### config.mk
export PLATFORM = sky130hd
export DESIGN_NAME = store_buffer
export DESIGN_NICKNAME = d
export VERILOG_FILES = /design/src/rtl/store_buffer.sv
export SDC_FILE = /design/constraint.sdc
export NUM_CORES = 1
export LEC_CHECK = 0
export ABC_AREA = 1
export CELL_PAD_IN_SITES_DETAIL_PLACEMENT = 1
export CELL_PAD_IN_SITES_GLOBAL_PLACEMENT = 1
export CORE_MARGIN = 4
export CORE_UTILIZATION = 38
export CTS_CLUSTER_SIZE = 8
export DETAILED_ROUTE_END_ITERATION = 16
export GPL_ROUTABILITY_DRIVEN = 0
export PLACE_DENSITY = 0.74
export REMOVE_ABC_BUFFERS = 1
export SLEW_MARGIN = 20
export SYNTH_ARGS = -nofsm -noshare
export SYNTH_HDL_FRONTEND = slang
export SYNTH_SLANG_ARGS = --single-unit
### constraint.sdc
create_clock -name clk -period 5.6 [get_ports clk]
set_input_delay 1.12 -clock clk [delete_from_list [all_inputs] [get_ports clk]]
set_output_delay 1.12 -clock clk [all_outputs]
set_load 0.01 [all_outputs]
### src/rtl/store_buffer.sv
// store_buffer: word-granular in-order store FIFO between EX/MEM and data memory.
// Drains one store per cycle to the DM write port and forwards the youngest
// buffered store to a matching load. Optional store merging: STB_MERGE_EN.
module store_buffer #(
  parameter int DEPTH = 4,
  parameter int PTR_W = 2
) (
  input  logic              clk,
  input  logic              reset,
  input  logic              st_valid,
  input  logic [31:0]       st_addr,
  input  logic [31:0]       st_data,
  input  logic [31:0]       st_pc,
  output logic              st_ready,
  input  logic              drain_hold,
  output logic              mem_we,
  output logic [31:0]       mem_addr,
  output logic [31:0]       mem_din,
  output logic [31:0]       mem_pc,
  input  logic [31:0]       ld_addr,
  output logic              ld_hit,
  output logic [31:0]       ld_data,
  output logic [PTR_W:0]    count,
  output logic              empty
);

  localparam logic [PTR_W:0] FULL_CNT = (PTR_W+1)'(DEPTH);

  logic              valid_q [DEPTH];
  logic [31:0]       addr_q  [DEPTH];
  logic [31:0]       data_q  [DEPTH];
  logic [31:0]       pc_q    [DEPTH];

  logic [PTR_W-1:0]  rd_ptr_q, rd_ptr_d;
  logic [PTR_W-1:0]  wr_ptr_q, wr_ptr_d;
  logic [PTR_W:0]    count_q, count_d;
  logic [PTR_W-1:0]  fwd_idx;

  logic              push, pop, merge, alloc;

  // Only the word index of a load address takes part in the match.
  logic              ld_addr_unused;
  assign ld_addr_unused = ^{ld_addr[31:12], ld_addr[1:0]};

  assign empty    = (count_q == '0);
  assign st_ready = (count_q != FULL_CNT);
  assign count    = count_q;
  assign mem_we   = !empty && !drain_hold;
  assign pop      = mem_we;
  assign push     = st_valid && st_ready;

`ifdef STB_MERGE_EN
  logic [PTR_W-1:0]  young_idx;
  assign young_idx = wr_ptr_q - PTR_W'(1);
  // Youngest entry equals the head only when it is the sole entry; a merge
  // into an entry that is draining this cycle would be lost, so allocate instead.
  assign merge = push && !empty && (st_addr[11:2] == addr_q[young_idx][11:2])
               && !(pop && (young_idx == rd_ptr_q));
`else
  assign merge = 1'b0;
`endif

  assign alloc = push && !merge;

  // Head entry drives the DM write port; zero when nothing is buffered.
  always_comb begin
    mem_addr = '0;
    mem_din  = '0;
    mem_pc   = '0;
    if (!empty) begin
      mem_addr = addr_q[rd_ptr_q];
      mem_din  = data_q[rd_ptr_q];
      mem_pc   = pc_q[rd_ptr_q];
    end
  end

  // Load forwarding: walk entries oldest to youngest so the youngest match wins.
  always_comb begin
    ld_hit  = 1'b0;
    ld_data = '0;
    fwd_idx = '0;
    for (int unsigned i = 0; i < DEPTH; i++) begin
      fwd_idx = rd_ptr_q + PTR_W'(i);
      if (valid_q[fwd_idx] && (addr_q[fwd_idx][11:2] == ld_addr[11:2])) begin
        ld_hit  = 1'b1;
        ld_data = data_q[fwd_idx];
      end
    end
  end

  // Next-state pointers and occupancy.
  always_comb begin
    rd_ptr_d = rd_ptr_q;
    wr_ptr_d = wr_ptr_q;
    count_d  = count_q;
    if (pop)   rd_ptr_d = rd_ptr_q + PTR_W'(1);
    if (alloc) wr_ptr_d = wr_ptr_q + PTR_W'(1);
    case ({alloc, pop})
      2'b10:   count_d = count_q + (PTR_W+1)'(1);
      2'b01:   count_d = count_q - (PTR_W+1)'(1);
      default: count_d = count_q;
    endcase
  end

  // Control state with synchronous active-low reset.
  always_ff @(posedge clk) begin
    if (!reset) begin
      rd_ptr_q <= '0;
      wr_ptr_q <= '0;
      count_q  <= '0;
      for (int unsigned i = 0; i < DEPTH; i++) valid_q[i] <= 1'b0;
    end else begin
      rd_ptr_q <= rd_ptr_d;
      wr_ptr_q <= wr_ptr_d;
      count_q  <= count_d;
      if (pop)   valid_q[rd_ptr_q] <= 1'b0;
      if (alloc) valid_q[wr_ptr_q] <= 1'b1;
    end
  end

  // Entry payload; contents are qualified by the valid bits, so no reset needed.
  always_ff @(posedge clk) begin
    if (reset) begin
      if (alloc) begin
        addr_q[wr_ptr_q] <= st_addr;
        data_q[wr_ptr_q] <= st_data;
        pc_q[wr_ptr_q]   <= st_pc;
      end
`ifdef STB_MERGE_EN
      if (merge) begin
        data_q[young_idx] <= st_data;
        pc_q[young_idx]   <= st_pc;
      end
`endif
    end
  end

endmodule

Yosys cells after proc, flatten, opt, wreduce, memory -nomap -nowiden
Memory sizes are Yosys's and may differ from the RTL's. A register that Yosys moved wholly into a read port is not among the register bits.
Index checks and enable logic that the tools add are counted.
Widths: inputs -> output; s select.
{"block": "totals", "out_inout_bits": 135, "ram_bits": 388, "mem_bits_ro": 0, "ff_bits": 7, "mem_count": 4, "inputBits": 132, "latch_bits": 0}
{"name": "addr_q", "depth": 4, "word_bits": 32, "read_ports": 4, "rd_ports_with_merged_regs": 1, "wr": 1, "line_no": "30", "rtl": "logic [31:0] addr_q [DEPTH];"}
{"name": "data_q", "depth": 4, "word_bits": 32, "read_ports": 4, "rd_ports_with_merged_regs": 1, "wr": 1, "line_no": "31", "rtl": "logic [31:0] data_q [DEPTH];"}
{"name": "pc_q", "depth": 4, "word_bits": 32, "read_ports": 1, "rd_ports_with_merged_regs": 1, "wr": 1, "line_no": "32", "rtl": "logic [31:0] pc_q [DEPTH];"}
{"name": "valid_q", "depth": 4, "word_bits": 1, "read_ports": 4, "rd_ports_with_merged_regs": 1, "wr": 4, "line_no": "29", "rtl": "logic valid_q [DEPTH];"}
{"block": "op_classes", "n_addsub": 6, "div": 0, "n_mux": 33, "n_bitwise": 0, "n_eq_ne": 7, "shifts": 0, "mul": 0, "order_cmp": 0, "n_reduce_logical": 12}
{"cell": "$mux 32", "count": 7}
{"cell": "$eq 10x10->1", "count": 4}
{"cell": "$mux 2", "count": 10}
{"cell": "$mux 1", "count": 15}
{"cell": "$logic_and 1x1->1", "count": 6}
{"cell": "$pmux 3 s2", "count": 1}
{"cell": "$add 2x1->2 const B", "count": 2}
{"cell": "$add 2x2->2 const B", "count": 2}
{"cell": "$add 3x1->3 const B", "count": 1}
{"cell": "$logic_not 3->1", "count": 1}
{"cell": "$ne 3x3->1 const B", "count": 1}
{"cell": "$sub 3x1->3 const B", "count": 1}
{"cell": "$eq 2x1->1 const B", "count": 1}
{"cell": "$eq 2x2->1 const B", "count": 1}
{"cell": "$logic_not 1->1", "count": 2}
{"cell": "$reduce_bool 2->1", "count": 1}
{"cell": "$reduce_or 1->1", "count": 2}

Depth between registers and ports, before layout
{"block": "logic_depth", "ltp_word": 8, "depth_mapped": 17, "mapped_depth_nobuf": 14}

Least setup slack after synthesis
OpenSTA, ideal clock, no wires.
{"block": "synth_path", "kind": "input to register", "from": "input reset", "to": "memory addr_q[0][0], enable pin", "setup_ps": 552, "n_path_buf": 0, "path_stages": 2, "path_slack_ps": -304, "arrival_ps": 5352, "cell_sequence": "nand3_1 > nor2_1"}
{"block": "synth_between", "elab_chain_cells": 2}
{"item": "from (decl)", "line_no": "9", "rtl": "input logic reset,"}
{"item": "$mux 1", "line_no": "123", "rtl": "if (reset) begin"}
{"item": "$mux 1 (implied by the code)", "line_no": "125", "rtl": "addr_q[wr_ptr_q] <= st_addr;"}
{"item": "to (decl)", "line_no": "30"}
No other way between the ends.

==> run metrics <==
Synth area leaders=edfxtp_1, nand2_1, nor2_1, nand3_1, o21ai_0; Fmax=187 MHz; Fin. Hold Viols=0; dpl cell area=0.0243 mm²; nets=2824; post-place setup slack=0.328 ns; DR pass1 iterations=5; Post-synth EDFFs=384; Die Span X=244 µm; Gate Count Post-Synth=2496; WL per Instance=21.0 µm; Worst VDD drop=0.319 mV; layout cell share with drive strength beyond 1=5.34%; Netlist cell types=33; Final Cell Area=0.0259 mm²; Ys Warns=0; Least-Margin Pin Slew=1.03 ns; Final period util=95.4%; DRC=0; total global routing overflow=0; IO buf count=244; area leader, netlist=edfxtp_1; Max Root-Sink Buffers=3; post-layout util=47.1%; Min Hold Slack=0.514 ns; first-pass GRT wire length=112000 µm; Slew Limit Fails=0; CTS Sinks=397; largest net degree at the start of global routing=102; PD cells=435 mW/mm²; Clock Skew=0.0155 ns; CTS Buf Count=55; die height=244 µm; Post-synth top cells=nand2_1, edfxtp_1, nor2_1, nand3_1, o21ai_0; final setup margin=0.257 ns; leakage=0.0101 µW; Setup-failing EPs final=0; Max-Cap Viols=0; Yosys top cell area share=54.5%; top-count cell post-synth=nand2_1; post-route ant nets=0; Rows=86; Area Overhead vs Synth=22.7%; vias per inst=5.42; Core Area=0.0551 mm²; CTS H-tree lvls=2; hold crit path type=flip-flop to flip-flop; Crit Path Class=flip-flop to output port; initial antenna violation count=13; slew margin rel.=31.6%; CTS tree=done; total wire length=72600 µm; Final min period=5.34 ns; FF+latch count, synth=397; Post-Syn Area=0.0211 mm²; register area share after synthesis=55.8%; unrepaired setup endpoints after global routing=false; Starting DRT DRC Count=1059; Clock Latency Late Sink=0.60 ns; Mapped Avg Cell Area=8.47 µm²; commonest register cell after synthesis=edfxtp_1; Total GRT Usage=23.8%; vias in the first global route=20000; WP data required=4.48 ns; CP startpoint kind=flip-flop; Fillers=6403; DP HPWL=44700 µm; Setup TNS=0 ns; CP endpoint kind=output port; initial core utilization=38.4%; async set-reset flop share out of synthesis=0%; Die ar.=0.0595 mm²; Critical Path AT=4.22 ns; Reg clk slew, reported paths=0.06 ns; IO Pins=267; via count=18700; crit-path max FO=101; status=complete, no violations; CTS root buffer=clkbuf_16
## cell type report
class / instances / area [µm²] / area share, %
inverters: 202 / 763 / 2.94
clock buffers: 66 / 1450 / 5.59
diodes: 9 / 22.5 / 0.0868
well taps: 748 / 936 / 3.61
repair buffers: 295 / 2990 / 11.5
clock inverters: 2 / 50.0 / 0.193
multi-input cells: 1735 / 7930 / 30.6
flip-flops and latches: 397 / 11800 / 45.5
## cell usage in the layout (no fill, tap or decap), types with 3 or more instances in the layout
cell,netlist,final
nand2_2,5,6
inv_1,199,198
a21oi_1,129,129
clkbuf_1,77,9
nor2_1,357,351
nand4_1,3,3
nand3_1,233,232
buf_4,15,35
o21ai_0,203,202
buf_6,7,4
nor2_4,4,10
clkbuf_16,0,56
buf_12,0,11
clkdlybuf4s50_1,0,244
ha_1,5,5
o211ai_1,33,33
edfxtp_1,384,384
diode_2,0,9
a22oi_1,32,32
nand2_1,651,648
o21ai_1,27,28
dfxtp_1,13,9
a32oi_1,32,32
nand3b_1,3,3
o22ai_1,3,3
## metrics by stage
stage	total power, µW	std cells
4_1_cts	11400	3440
2_1_floorplan	6100	2333
6_report	11300	3454
3_3_place_gp	8170	3372
5_1_grt	12000	3451
3_5_place_dp	8310	3372
## state kept, by name, indices dropped and copies added, names as in the netlist, named ones only
name	count
data_q	128
count	3
rd_ptr_q	2
wr_ptr_q	2
valid_q	4
addr_q	128
pc_q	128
## timing repair
item,in CTS,in global routing
hold buffers,0,0
pin swaps,0,3
cloned,0,1
buffers inserted,0,4
gates resized for setup,5,8
endpoints found under the setup margin,26,24
## layer usage
metal  GRT usage [%]  routed length, µm  vias up
met5               0                 76        -
met4            8.35               2180       10
met3            6.25               4660      157
met2            42.5              36300      473
met1            27.7              29300     9283
li1                -                  -     8791
## report_power, final
| group | switching (µW) | total [µW] | internal, µW |
|---|---|---|---|
| Combinational | 3010 | 4710 | 1700 |
| Clock | 1200 | 2990 | 1780 |
| Sequential | 139 | 3580 | 3440 |
## worst max-delay path, cell delays in order (launching register included)
cell             delay (ns)
dfxtp_4                0.56
inv_4                  0.42
buf_4                  0.81
nand2_1                0.10
a32oi_1                0.41
nand3_1                0.13
nand2_1                0.07
nand3_1                0.06
a21oi_1                0.31
clkdlybuf4s50_1        0.61
## cells by family after synthesis
logic type | count (synthesis) | synth area share, %
and+or+nand+nor | 1265 | 24.2
AOI/OAI and AO/OA | 461 | 12.3
DFF | 397 | 55.8
buffers and inverters | 365 | 7.23
adders and majority gates | 6 | 0.391
xor gates and xnor gates | 2 | 0.0829
## worst paths after layout
| kind | depth (start not counted) | from | slack, ns | endpoint |
|---|---|---|---|---|
| min | 2 | count[2] | 0.51 | count[2] |
| max reg2reg | 10 | count[0] | 2.91 | count[2] |
| max | 9 | flip-flop | 0.26 | ld_data[6] |
| min reg2reg | 2 | count[2] | 0.51 | count[2] |
Note: power is estimated with default switching activity, not from simulation.
